[config.mk]
export PLATFORM = sky130hd
export DESIGN_NAME = spi_row_capture_ctrl
export DESIGN_NICKNAME = d
export VERILOG_FILES = /design/src/rtl/spi_ctrl_pkg.sv /design/src/rtl/spi_idle_watchdog.sv /design/src/rtl/spi_row_capture_ctrl.sv
export SDC_FILE = /design/constraint.sdc
export NUM_CORES = 1
export LEC_CHECK = 0
export ABC_AREA = 0
export BUFFER_PORTS_ARGS = -buffer_cell sky130_fd_sc_hd__buf_4
export CORE_MARGIN = 4
export CORE_UTILIZATION = 45
export CTS_CLUSTER_DIAMETER = 200
export DETAILED_ROUTE_END_ITERATION = 6
export PLACE_DENSITY = 0.66
export SLEW_MARGIN = 20
export SYNTH_ARGS = -nofsm -noshare
export SYNTH_HDL_FRONTEND = slang
export SYNTH_HIERARCHICAL = 1
export SYNTH_SLANG_ARGS = --single-unit
[constraint.sdc]
create_clock -name clk_in -period 2.61 [get_ports clk_in]
set_input_delay 0.6525 -clock clk_in [delete_from_list [all_inputs] [get_ports clk_in]]
set_output_delay 0.6525 -clock clk_in [all_outputs]
set_load 0.01 [all_outputs]
[src/rtl/spi_ctrl_pkg.sv]
// Shared types for the SPI row capture controller.
// Capture FSM states and sticky error bit positions.
package spi_ctrl_pkg;

    typedef enum logic [1:0] {
        IDLE,
        HEADER,
        PAYLOAD,
        DRAIN
    } cap_state_t;

    localparam int ERR_SHORT   = 0;
    localparam int ERR_BAD_ROW = 1;
    localparam int ERR_TIMEOUT = 2;

endpackage

[src/rtl/spi_idle_watchdog.sv]
// Idle-cycle watchdog for the PAYLOAD phase.
// Only built when SPI_TIMEOUT_EN is defined.
`ifdef SPI_TIMEOUT_EN
module spi_idle_watchdog #(
    parameter int  TIMEOUT_CYCLES = 10000,
    localparam int CNT_W          = $clog2(TIMEOUT_CYCLES + 1)
) (
    input  logic clk_in,
    input  logic rst_n_in,
    input  logic kick,
    input  logic enable,
    output logic expired
);

    logic [CNT_W-1:0] cnt;

    // Fires on the TIMEOUT_CYCLES-th consecutive enabled cycle without a kick.
    assign expired = enable && !kick
                  && (cnt == CNT_W'(TIMEOUT_CYCLES - 1));

    always_ff @(posedge clk_in) begin
        if (!rst_n_in) begin
            cnt <= '0;
        end else if (kick || !enable) begin
            cnt <= '0;
        end else if (!expired) begin
            cnt <= cnt + CNT_W'(1);
        end
    end

endmodule
`endif

[src/rtl/spi_row_capture_ctrl.sv]
// Turns CS-framed SPI bursts (row header + payload) into frame-buffer writes.
// Optional PAYLOAD idle timeout is built with SPI_TIMEOUT_EN.
module spi_row_capture_ctrl
    import spi_ctrl_pkg::*;
#(
    parameter int  DATA_WIDTH     = 8,
    parameter int  LINES          = 1,
    parameter int  ROW_WORDS      = 320,
    parameter int  ROWS           = 180,
    parameter int  TIMEOUT_CYCLES = 10000,
    localparam int ADDR_WIDTH     = $clog2(ROWS * ROW_WORDS)
) (
    input  logic                             clk_in,
    input  logic                             rst_n_in,
    input  logic [LINES-1:0][DATA_WIDTH-1:0] word_in,
    input  logic                             word_valid_in,
    input  logic                             chip_sel_in,
    output logic [ADDR_WIDTH-1:0]            wr_addr_out,
    output logic [LINES*DATA_WIDTH-1:0]      wr_data_out,
    output logic                             wr_en_out,
    output logic                             frame_done_out,
    output logic                             busy_out,
    output logic [2:0]                       err_out
);

    localparam int COL_W = (ROW_WORDS > 1) ? $clog2(ROW_WORDS) : 1;
    localparam int ROW_W = (ROWS > 1) ? $clog2(ROWS) : 1;

    cap_state_t                  state_q, state_d;
    logic [COL_W-1:0]            col_q, col_d;
    logic [ROW_W-1:0]            row_q, row_d;
    logic [2:0]                  err_d;
    logic                        wr_en_d, done_d;
    logic [ADDR_WIDTH-1:0]       wr_addr_d;
    logic [LINES*DATA_WIDTH-1:0] wr_data_d;
    logic                        cs_q;
    logic                        cs_fall, cs_rise;
    logic                        hdr_ok, last_col, last_row;
    logic                        tmo_expired;

    assign cs_fall  = cs_q && !chip_sel_in;
    assign cs_rise  = !cs_q && chip_sel_in;
    assign hdr_ok   = 32'(word_in[0]) < 32'(ROWS);
    assign last_col = col_q == COL_W'(ROW_WORDS - 1);
    assign last_row = row_q == ROW_W'(ROWS - 1);
    assign busy_out = (state_q == HEADER) || (state_q == PAYLOAD);

`ifdef SPI_TIMEOUT_EN
    spi_idle_watchdog #(
        .TIMEOUT_CYCLES(TIMEOUT_CYCLES)
    ) u_watchdog (
        .clk_in  (clk_in),
        .rst_n_in(rst_n_in),
        .kick    (word_valid_in),
        .enable  (state_q == PAYLOAD),
        .expired (tmo_expired)
    );
`else
    logic unused_tmo;
    assign unused_tmo  = TIMEOUT_CYCLES != 0;
    assign tmo_expired = 1'b0;
`endif

    always_comb begin
        state_d   = state_q;
        col_d     = col_q;
        row_d     = row_q;
        err_d     = err_out;
        wr_en_d   = 1'b0;
        done_d    = 1'b0;
        wr_addr_d = wr_addr_out;
        wr_data_d = wr_data_out;
        // The word is consumed first; CS edges then act on the updated state.
        unique case (state_q)
            HEADER: begin
                if (word_valid_in) begin
                    row_d = ROW_W'(word_in[0]);
                    col_d = '0;
                    if (hdr_ok) begin
                        state_d = PAYLOAD;
                    end else begin
                        err_d[ERR_BAD_ROW] = 1'b1;
                        state_d            = DRAIN;
                    end
                end
            end
            PAYLOAD: begin
                if (word_valid_in) begin
                    wr_en_d   = 1'b1;
                    wr_addr_d = ADDR_WIDTH'(row_q) * ADDR_WIDTH'(ROW_WORDS)
                              + ADDR_WIDTH'(col_q);
                    wr_data_d = word_in;
                    col_d     = col_q + COL_W'(1);
                    if (last_col) begin
                        state_d = DRAIN;
                        done_d  = last_row;
                    end
                end else if (tmo_expired) begin
                    err_d[ERR_TIMEOUT] = 1'b1;
                    state_d            = DRAIN;
                end
            end
            default: ;
        endcase
        if (cs_rise) begin
            if (state_d == HEADER || state_d == PAYLOAD) begin
                err_d[ERR_SHORT] = 1'b1;
            end
            state_d = IDLE;
        end else if (cs_fall) begin
            if (state_d == PAYLOAD) begin
                err_d[ERR_SHORT] = 1'b1;
            end
            state_d = HEADER;
        end
    end

    always_ff @(posedge clk_in) begin
        if (!rst_n_in) begin
            state_q        <= IDLE;
            col_q          <= '0;
            row_q          <= '0;
            cs_q           <= 1'b1;
            err_out        <= '0;
            wr_en_out      <= 1'b0;
            frame_done_out <= 1'b0;
            wr_addr_out    <= '0;
            wr_data_out    <= '0;
        end else begin
            state_q        <= state_d;
            col_q          <= col_d;
            row_q          <= row_d;
            cs_q           <= chip_sel_in;
            err_out        <= err_d;
            wr_en_out      <= wr_en_d;
            frame_done_out <= done_d;
            wr_addr_out    <= wr_addr_d;
            wr_data_out    <= wr_data_d;
        end
    end

endmodule

### Word level (Yosys, flattened, before mapping)

Index checks and enable logic that the tools add are counted.

* register bits: 48
* input port bits: 12
* output and inout bits: 30
* logic and storage cells: 58

* $add $sub $neg: 2
* multipliers: 1
* magnitude comparators: 1
* eq/ne operators: 9
* mux-type cells: 14
* bitwise logic cells: 2
* reduce and logical (&&, ||, !) cells: 18

Operators with widths (count)
* $mux W9: 2
* $pmux W9 S2: 1
* $add A16 B9 Y16: 1
* $mul A8 B3 Y10 const B: 1
* $add A9 B1 Y9 const B: 1
* $eq A9 B9 Y1 const B: 1
* $reduce_and A3 Y1: 3
* $eq A8 B8 Y1 const B: 1
* $lt A8 B8 Y1 const B: 1
* $mux W1: 7
* $mux W2: 3
* $reduce_and A2 Y1: 3
* $reduce_bool A2 Y1: 3
* $eq A2 B1 Y1 const B: 2
* $eq A2 B2 Y1 const B: 2
* $ne A2 B2 Y1 const B: 2
* $pmux W2 S2: 1
* $reduce_and A4 Y1: 1
* $reduce_or A3 Y1: 1
* $logic_and A1 B1 Y1: 2
* $logic_not A1 Y1: 2
* $logic_or A1 B1 Y1: 2
* $ne A2 B1 Y1 const B: 1
* $not A1 Y1: 2
* $reduce_or A2 Y1: 1

### Logic depth before layout (Yosys ltp)

Gate-level depths: netlist of run 1.

* word-level depth: 8
* depth in mapped cells: 13
* gate-level depth less buffers: 12

### Worst setup path after synthesis of run 1

Ideal clock, no wire load.

* kind: reg-to-reg
* start: register row_q[1]
* end: register wr_addr_out[14]
* library setup time: 134 ps
* arrival: 2191 ps
* data required time: 2476 ps
* path slack: 285 ps
* stages on the path, launching flop included: 9
* path buffers: 0
* clock period less this slack: 2325 ps
* path through: dfxtp_1 -> ha_1 -> ha_1 -> fa_1 -> a211oi_1 -> o22ai_1 -> nor4_2 -> xnor2_1 -> a21oi_1

* longest elaborated chain between the ends: 2

Ends and longest elaborated chain
* start: declaration: RTL line spi_row_capture_ctrl.sv:31 `logic [ROW_W-1:0] row_q, row_d;`
* start signal: assignment: RTL line spi_row_capture_ctrl.sv:132 `row_q <= row_d;`
* $mul A8 B3 Y10: RTL line spi_row_capture_ctrl.sv:90 `wr_addr_d = ADDR_WIDTH'(row_q) * ADDR_WIDTH'(ROW_WORDS)`
* $add A16 B9 Y16: RTL line spi_row_capture_ctrl.sv:91 `+ ADDR_WIDTH'(col_q);`
* end signal: assignment: RTL line spi_row_capture_ctrl.sv:137 `wr_addr_out <= wr_addr_d;`
* end: declaration: RTL line spi_row_capture_ctrl.sv:18 `output logic [ADDR_WIDTH-1:0] wr_addr_out,`

Every way passes these cells.
A chain may end at the register's enable or synchronous reset.

### Worst setup path after layout of run 1

* start: register row_q[1]
* end: register wr_addr_out[15]

The elaborated chain is that of the path after synthesis.

==> summary.md, run 1 <==
| Metric | Value |
|---|---|
| Result of the run | complete, no violations |
| Sequential-to-total area share from yosys stat | 38.19% |
| Total negative slack | 0 ns |
| Number of filler cells placed in the layout | 530 |
| Number of cells on the worst reg-to-reg path | 8 |
| Number of port buffers | 40 |
| Max Slew Vio Count | 0 |
| Setup repair after global routing missed its margin | no |
| Highest achievable clock rate | 416.6 MHz |
| Total die area | 6852 µm² |
| Synthesis warning total | 6 |
| Number of flops mapped to enable cells by yosys | 0 |
| Cell with the largest stage delay on the worst path | sky130_fd_sc_hd__fa_2 |
| Setup violations, final | 0 |
| Top-Level Pins | 42 |
| Most common cell after layout, fill and taps aside | sky130_fd_sc_hd__nand2_1 |
| Most used routing layer in global routing | met2 |
| Fraction of synthesized cell area taken by the top area cell type | 38.19% |
| CTS Buffer Depth | 2 |
| Total count of hold-check failures in the final report | 0 |
| Number of vias in the routed layout | 2,166 |
| Classification of the worst setup path | reg -> reg |
| Iteration-0 DRC Markers | 86 |
| Reg-to-reg endpoint | wr_addr_out[15]$_SDFFE_PN0P_ |
| Grt ovf | 0 |
| Placeable Area | 5270 µm² |
| Worst r2r src | row_q[1]$_SDFFE_PN0P_ |
| Transition time of the tightest slew-check pin | 0.7115 ns |
| Share of cells above drive strength 1 | 19.88% |
| Global-route usage over all layers | 17.22% |
| Chip width | 82.78 µm |
| Growth of design area from synthesis to finish | 18.90% |
| Worst-case vdd ir drop | 0.0002326 V |
| Summed area of non-filler cells in the final layout | 2992 µm² |
| Final cell utilization of the core | 56.77% |
| Kind of cell with the highest combined delay on the critical path | adder cells |
| Post-synth net total | 340 |
| Nets | 381 |
| Initial antenna violation count | 0 |
| ANT cells | 0 |
| Maximum fanout along the worst path | 5 |
| End of the worst hold path | wr_addr_out[11]$_SDFFE_PN0P_ |
| Combined area of all synthesized cells | 2516 µm² |
| Post-CTS clock slew at the launch and capture registers of the worst setup and hold paths | 0.09 ns |
| Met2 usage | 27.88% |
| Number of clock sinks | 48 |
| Met1 Use GR | 23.54% |
| Register-to-register path setup slack | 0.21 ns |
| Starting utilization of the core area | 47.74% |
| Worst rel slew slack | 52.06% |
| CP max stage delay | 0.56 ns |
| P per Cell Area | 448.3 nW/µm² |
| Most frequent cells in the layout | 51 x sky130_fd_sc_hd__nand2_1, 46 x sky130_fd_sc_hd__dfxtp_1, 45 x sky130_fd_sc_hd__buf_4 |
| Insertion delay to the later sink of the worst-skew pair | 0.29 ns |
| Endpoint kind of the worst setup timing path | flop |
| Dominant cell type by area after synthesis | sky130_fd_sc_hd__dfxtp_1 |
| Placement Rows | 26 |
| FF+latch area | 963.4 µm² |
| Final Routed Wirelength | 5.572 mm |
| Met3 Usage GRT | 4.212% |
| Synth Flop Type | sky130_fd_sc_hd__dfxtp_1 |
| Pin count of the biggest net entering global routing | 30 |
| Leakage power of the design | 1.241 nW |
| Estimated wirelength of the detail-placed design | 4.273 mm |
| Residual DRC | 0 |
| Post-layout min period | 2.400 ns |
| TritonCTS clock tree | built |
| Via density per instance | 5.194 |
| Data arrival time at the worst-slack endpoint | 2.58 ns |
| Distinct cells, synth | 48 |
| Instance area after placement | 2894 µm² |
| Average detailed-routed wire length per instance | 13.36 µm |
| Total clock buffers created by CTS | 5 |
| Number of global-route vias before repair | 2,049 |
| Ranking of synthesized cells by area | sky130_fd_sc_hd__dfxtp_1 38%, sky130_fd_sc_hd__ha_1 10%, sky130_fd_sc_hd__nand2_1 7.6% |
| Worst hold-check path type | reg -> reg |
| Hold_sp | wr_addr_out[11]$_SDFFE_PN0P_ |
| Vertical die dimension | 82.78 µm |
| Cell at the root of the clock tree | sky130_fd_sc_hd__clkbuf_8 |
| First-pass GRT wire length | 9.266 mm |
| Cell count of the worst hold path | 2 |
| Max H-tree Level | 2 |
| Router iterations before antenna repair | 4 |
| Post-CTS Hold Fix Bufs | 0 |
| Fin crit share | 91.96% |
| Number of flip-flops and latches in the synthesized netlist | 48 |
| Max-cap check violation count | 0 |
| Layout Skew | 0.007679 ns |
| WP data required | 2.79 ns |
| Critical Path Source Type | flop |
| Share of flip-flops with an asynchronous set or reset after synthesis | 0% |
| Cells after Synth | 305 |
| GPL Wtd Cong | 0.8434 |
| Mean cell area of the mapped netlist | 8.250 µm² |
| Buffering stage count on the worst path with inverters included | 0 |
| Worst-path cell chain | ha_1 > ha_2 > fa_2 > o211ai_1 > nor3b_2 > nor3b_4 > and3_2 > a211oi_2 |
| Post-route ant nets | 0 |
| Total area of multi-input combinational cells | 1458 µm² |
[final cells by class]
| cell class | count | area share [%] |
|---|---|---|
| repair buffers | 45 | 11.29 |
| clock inverters | 1 | 0.2928 |
| inverters | 16 | 2.008 |
| flip-flops and latches | 48 | 32.20 |
| multi-input cells | 230 | 48.72 |
| well taps | 70 | 2.928 |
| clock buffers | 7 | 2.551 |
[power by group]
part           total [W]  internal, W  leakage, nW  switching, W
registers       0.000754     0.000744        0.389     0.0000101
clock network   0.000435     0.000192       0.0424      0.000243
logic           0.000152    0.0000630        0.810     0.0000889
[worst max-delay path by stage]
stage	startpoint	endpoint	slack (ns)	depth (start not counted)
after floorplan	row_q[1]$_SDFFE_PN0P_	wr_addr_out[14]$_SDFFE_PN0P_	0.29	8
after global placement	row_q[1]$_SDFFE_PN0P_	wr_addr_out[15]$_SDFFE_PN0P_	0.19	8
after detailed placement	row_q[1]$_SDFFE_PN0P_	wr_addr_out[14]$_SDFFE_PN0P_	0.08	8
after CTS	row_q[1]$_SDFFE_PN0P_	wr_addr_out[14]$_SDFFE_PN0P_	0.07	8
after global routing	row_q[1]$_SDFFE_PN0P_	wr_addr_out[15]$_SDFFE_PN0P_	0.01	8
final	row_q[1]$_SDFFE_PN0P_	wr_addr_out[15]$_SDFFE_PN0P_	0.21	8
[worst register-to-register path, cell delays in order, from the launching register on]
cell                       delay, ns
sky130_fd_sc_hd__dfxtp_2        0.35
sky130_fd_sc_hd__ha_1           0.31
sky130_fd_sc_hd__ha_2           0.22
sky130_fd_sc_hd__fa_2           0.56
sky130_fd_sc_hd__o211ai_1       0.13
sky130_fd_sc_hd__nor3b_2        0.20
sky130_fd_sc_hd__nor3b_4        0.25
sky130_fd_sc_hd__and3_2         0.21
sky130_fd_sc_hd__a211oi_2       0.06
[registers in the layout, summed over array words and instances, names as in the netlist]
name / count
wr_addr_out: 16
wr_en_out: 1
state_q: 2
cs_q: 1
err_out: 2
col_q: 9
wr_data_out: 8
frame_done_out: 1
row_q: 8
[through the flow]
stage / hold slack, ns / power, W / std cells / worst slack (ns)
finish: 0.4544 / 0.001341 / 417 / 0.2099
global route: 0.4762 / 0.001417 / 417 / 0.01203
CTS: 0.4582 / 0.001360 / 417 / 0.07247
floorplan: 0.4458 / 0.0008664 / 305 / 0.2853
global placement: 0.4419 / 0.0009195 / 409 / 0.1878
detailed placement: 0.4453 / 0.0009220 / 409 / 0.08285
[kinds of logic after synthesis]
kind of cell / share of synthesized area [%]
xor gates and xnor gates: 3.780
buffers and inverters: 4.276
and+or+nand+nor: 22.53
DFF: 38.19
other: 0.1490
adders and majority gates: 12.03
AOI/OAI and AO/OA: 18.25
muxes: 0.7957
[per-layer routing]
metal | vias up | wire length [µm]
li1 | 1133 | -
met1 | 990 | 2755
met2 | 41 | 2550
met3 | 2 | 248
met4 | 0 | 19
met5 | - | 0
[cells in the mapped netlist, types with 3 or more instances]
cell	instances
sky130_fd_sc_hd__xnor2_1	3
sky130_fd_sc_hd__clkbuf_1	7
sky130_fd_sc_hd__a21oi_1	36
sky130_fd_sc_hd__nor2b_1	3
sky130_fd_sc_hd__nand4_1	5
sky130_fd_sc_hd__a211oi_1	5
sky130_fd_sc_hd__xor2_1	6
sky130_fd_sc_hd__nor3b_1	4
sky130_fd_sc_hd__nand3_1	11
sky130_fd_sc_hd__o21ai_0	11
sky130_fd_sc_hd__ha_1	21
sky130_fd_sc_hd__nor2_1	31
sky130_fd_sc_hd__a211oi_2	3
sky130_fd_sc_hd__dfxtp_1	48
sky130_fd_sc_hd__a22oi_1	3
sky130_fd_sc_hd__or3_1	3
sky130_fd_sc_hd__nand2_1	51
sky130_fd_sc_hd__inv_1	15
[timing repair]
item,in CTS,in global routing
buffers inserted,0,0
gates resized for setup,0,5
setup endpoints to repair,0,3
(Power assumes the default switching activity.)
==> inputs of run 2 (changes only) <==
--- a/config.mk
+++ b/config.mk
@@ -12,6 +12,7 @@
 export CTS_CLUSTER_DIAMETER = 200
 export DETAILED_ROUTE_END_ITERATION = 6
 export PLACE_DENSITY = 0.66
+export RECOVER_POWER = 50
 export SLEW_MARGIN = 20
 export SYNTH_ARGS = -nofsm -noshare
 export SYNTH_HDL_FRONTEND = slang
==> run 2 against run 1 <==
Critical path depth unchanged. Critical endpoint unchanged. First-iteration DRC count down 10%. Utilization down 2.1 points. Largest power group unchanged. Setup slack about the same. Largest cell class unchanged. Combinational power down 4%. Die area unchanged. Clock skew down 0.00065 ns. Clock power about the same.
==> summary.md, run 2 (synthesis gave the netlist of run 1 again) <==
| Metric | Value |
|---|---|
| Reg-to-reg endpoint | wr_addr_out[15]$_SDFFE_PN0P_ |
| TritonCTS clock tree | built |
| Share of total power in combinational logic | 11.0% |
| Switching share of power | 25.49% |
| Global-route usage over all layers | 17.22% |
| Total clock buffers created by CTS | 5 |
| Flip-flop count of the largest register after layout | 16 |
| Post-CTS Hold Fix Bufs | 0 |
| Total die area | 6852 µm² |
| Highest achievable clock rate | 416.6 MHz |
| Register-to-register path setup slack | 0.21 ns |
| Endpoint kind of the worst setup timing path | flop |
| Non-filler instance count after layout | 417 |
| Chip width | 82.78 µm |
| Worst-case vdd ir drop | 0.0002300 V |
| First-pass GRT wire length | 9.266 mm |
| Insertion delay to the later sink of the worst-skew pair | 0.29 ns |
| Switching Power | 0.0003399 W |
| Residual DRC | 0 |
| Number of global-route vias before repair | 2,049 |
| Top Registers | wr_addr_out x16, col_q x9 |
| Classification of the worst setup path | reg -> reg |
| Pin count of the biggest net entering global routing | 30 |
| Growth of design area from synthesis to finish | 14.42% |
| Setup repair after global routing missed its margin | no |
| Maximum fanout along the worst path | 5 |
| Placement Rows | 26 |
| Internal Pwr Total | 0.0009935 W |
| Transition time of the tightest slew-check pin | 0.7114 ns |
| Average detailed-routed wire length per instance | 13.31 µm |
| Starting utilization of the core area | 47.74% |
| Number of cells on the worst reg-to-reg path | 8 |
| Most frequent cells in the layout | 51 x sky130_fd_sc_hd__nand2_1, 46 x sky130_fd_sc_hd__dfxtp_1, 36 x sky130_fd_sc_hd__a21oi_1 |
| Nets | 381 |
| Number of port buffers | 40 |
| Iteration-0 DRC Markers | 77 |
| Initial antenna violation count | 0 |
| Share of cells above drive strength 1 | 11.24% |
| Max-cap check violation count | 0 |
| Worst hold-check path type | reg -> reg |
| Worst rel slew slack | 52.07% |
| Data arrival time at the worst-slack endpoint | 2.58 ns |
| Largest reg by FF count | wr_addr_out |
| Result of the run | complete, no violations |
| Max Slew Vio Count | 0 |
| Setup violations, final | 0 |
| Part of the power in the clock network | 32.5% |
| Last element of the critical path | wr_addr_out[15]$_SDFFE_PN0P_ |
| Total count of hold-check failures in the final report | 0 |
| ANT cells | 0 |
| WP data required | 2.79 ns |
| CTS Buffer Depth | 2 |
| Max H-tree Level | 2 |
| Layout Skew | 0.007028 ns |
| Number of clock sinks | 48 |
| Most common cell after layout, fill and taps aside | sky130_fd_sc_hd__nand2_1 |
| Fin crit share | 91.96% |
| Post-CTS clock slew at the launch and capture registers of the worst setup and hold paths | 0.09 ns |
| Hold_sp | wr_addr_out[11]$_SDFFE_PN0P_ |
| Post-route ant nets | 0 |
| Critical Path Source Type | flop |
| Grt ovf | 0 |
| Estimated wirelength of the detail-placed design | 4.273 mm |
| Cell at the root of the clock tree | sky130_fd_sc_hd__clkbuf_8 |
| P per Cell Area | 463.2 nW/µm² |
| Vertical die dimension | 82.78 µm |
| Router iterations before antenna repair | 4 |
| Final Routed Wirelength | 5.551 mm |
| Total negative slack | 0 ns |
| Via density per instance | 5.206 |
| Placeable Area | 5270 µm² |
| Portion of total power attributed to sequential cells | 56.5% |
| Dpl cells | 409 |
| Number of vias in the routed layout | 2,171 |
| Worst r2r src | row_q[1]$_SDFFE_PN0P_ |
| Leakage power of the design | 1.114 nW |
| GPL Wtd Cong | 0.8434 |
| Critical Path Start | row_q[1]$_SDFFE_PN0P_ |
| Top-Level Pins | 42 |
| Post-layout min period | 2.400 ns |
[run 2: changes by cell type in the layout (fill, tap and decap cells not counted), sizes merged]
cell	before	now
buf	45	15
clkbuf	7	37
[run 2: final cells by class]
type / instances / area, µm²
Inverter: 16 / 60.06
Sequential cell: 48 / 963.4
Clock buffer: 7 / 76.32
Multi-Input combinational cell: 230 / 1458
Tap cell: 70 / 87.58
Timing Repair Buffer: 45 / 225.2
Fill cell: 553 / 2391
Clock inverter: 1 / 8.758
[run 2: how the worst min path moves through the flow]
stage                              endpoint  slack [ns]  cells past startpoint
5_1_grt        wr_addr_out[11]$_SDFFE_PN0P_        0.47                      2
3_3_place_gp    wr_addr_out[9]$_SDFFE_PN0P_        0.44                      2
4_1_cts        wr_addr_out[11]$_SDFFE_PN0P_        0.46                      2
3_5_place_dp    wr_addr_out[9]$_SDFFE_PN0P_        0.45                      2
2_1_floorplan   wr_addr_out[5]$_SDFFE_PN0P_        0.45                      2
6_report       wr_addr_out[11]$_SDFFE_PN0P_        0.45                      2
[run 2: what timing repair did]
action / CTS / global route
resized for setup: 0 / 5
hold endpoints to repair: 0 / 0
setup endpoints to repair: 0 / 3
setup buffers: 0 / 0
[run 2: metal layers]
layer / part of all wire (%) / global-route usage (%) / vias up
met4: 0.34 / 2.941 / 0
met5: 0 / 0 / -
li1: - / - / 1132
met2: 46 / 27.88 / 41
met3: 5.0 / 4.212 / 2
met1: 49 / 23.54 / 996
[run 2: power groups by stage]
stage	clock network, W	registers (W)	logic, W
after global routing	0.000489	0.000756	0.000166
final	0.000433	0.000754	0.000146
after detailed placement	0	0.000771	0.000151
after global placement	0	0.000770	0.000149
after floorplan	0	0.000771	0.0000955
after CTS	0.000454	0.000754	0.000152
[run 2: metrics by stage]
step / util, % / power, W / instance area [µm²] / hold slack (ns) / setup slack [ns]
2_1_floorplan: - / 0.0008664 / 2516 / 0.4458 / 0.2853
3_3_place_gp: 54.91 / 0.0009195 / 2894 / 0.4419 / 0.1878
3_5_place_dp: 54.91 / 0.0009220 / 2894 / 0.4453 / 0.08285
4_1_cts: 56.53 / 0.001360 / 2979 / 0.4582 / 0.07247
5_1_grt: 54.63 / 0.001412 / 2879 / 0.4738 / 0.01203
6_report: 54.63 / 0.001333 / 2879 / 0.4534 / 0.2099
[run 2: worst max-delay path: stages (launching register included)]
cell and delay, ns:
sky130_fd_sc_hd__dfxtp_2 0.35, sky130_fd_sc_hd__ha_1 0.31, sky130_fd_sc_hd__ha_2 0.22, sky130_fd_sc_hd__fa_2 0.56
sky130_fd_sc_hd__o211ai_1 0.13, sky130_fd_sc_hd__nor3b_2 0.20, sky130_fd_sc_hd__nor3b_4 0.25, sky130_fd_sc_hd__and3_2 0.21
sky130_fd_sc_hd__a211oi_2 0.06
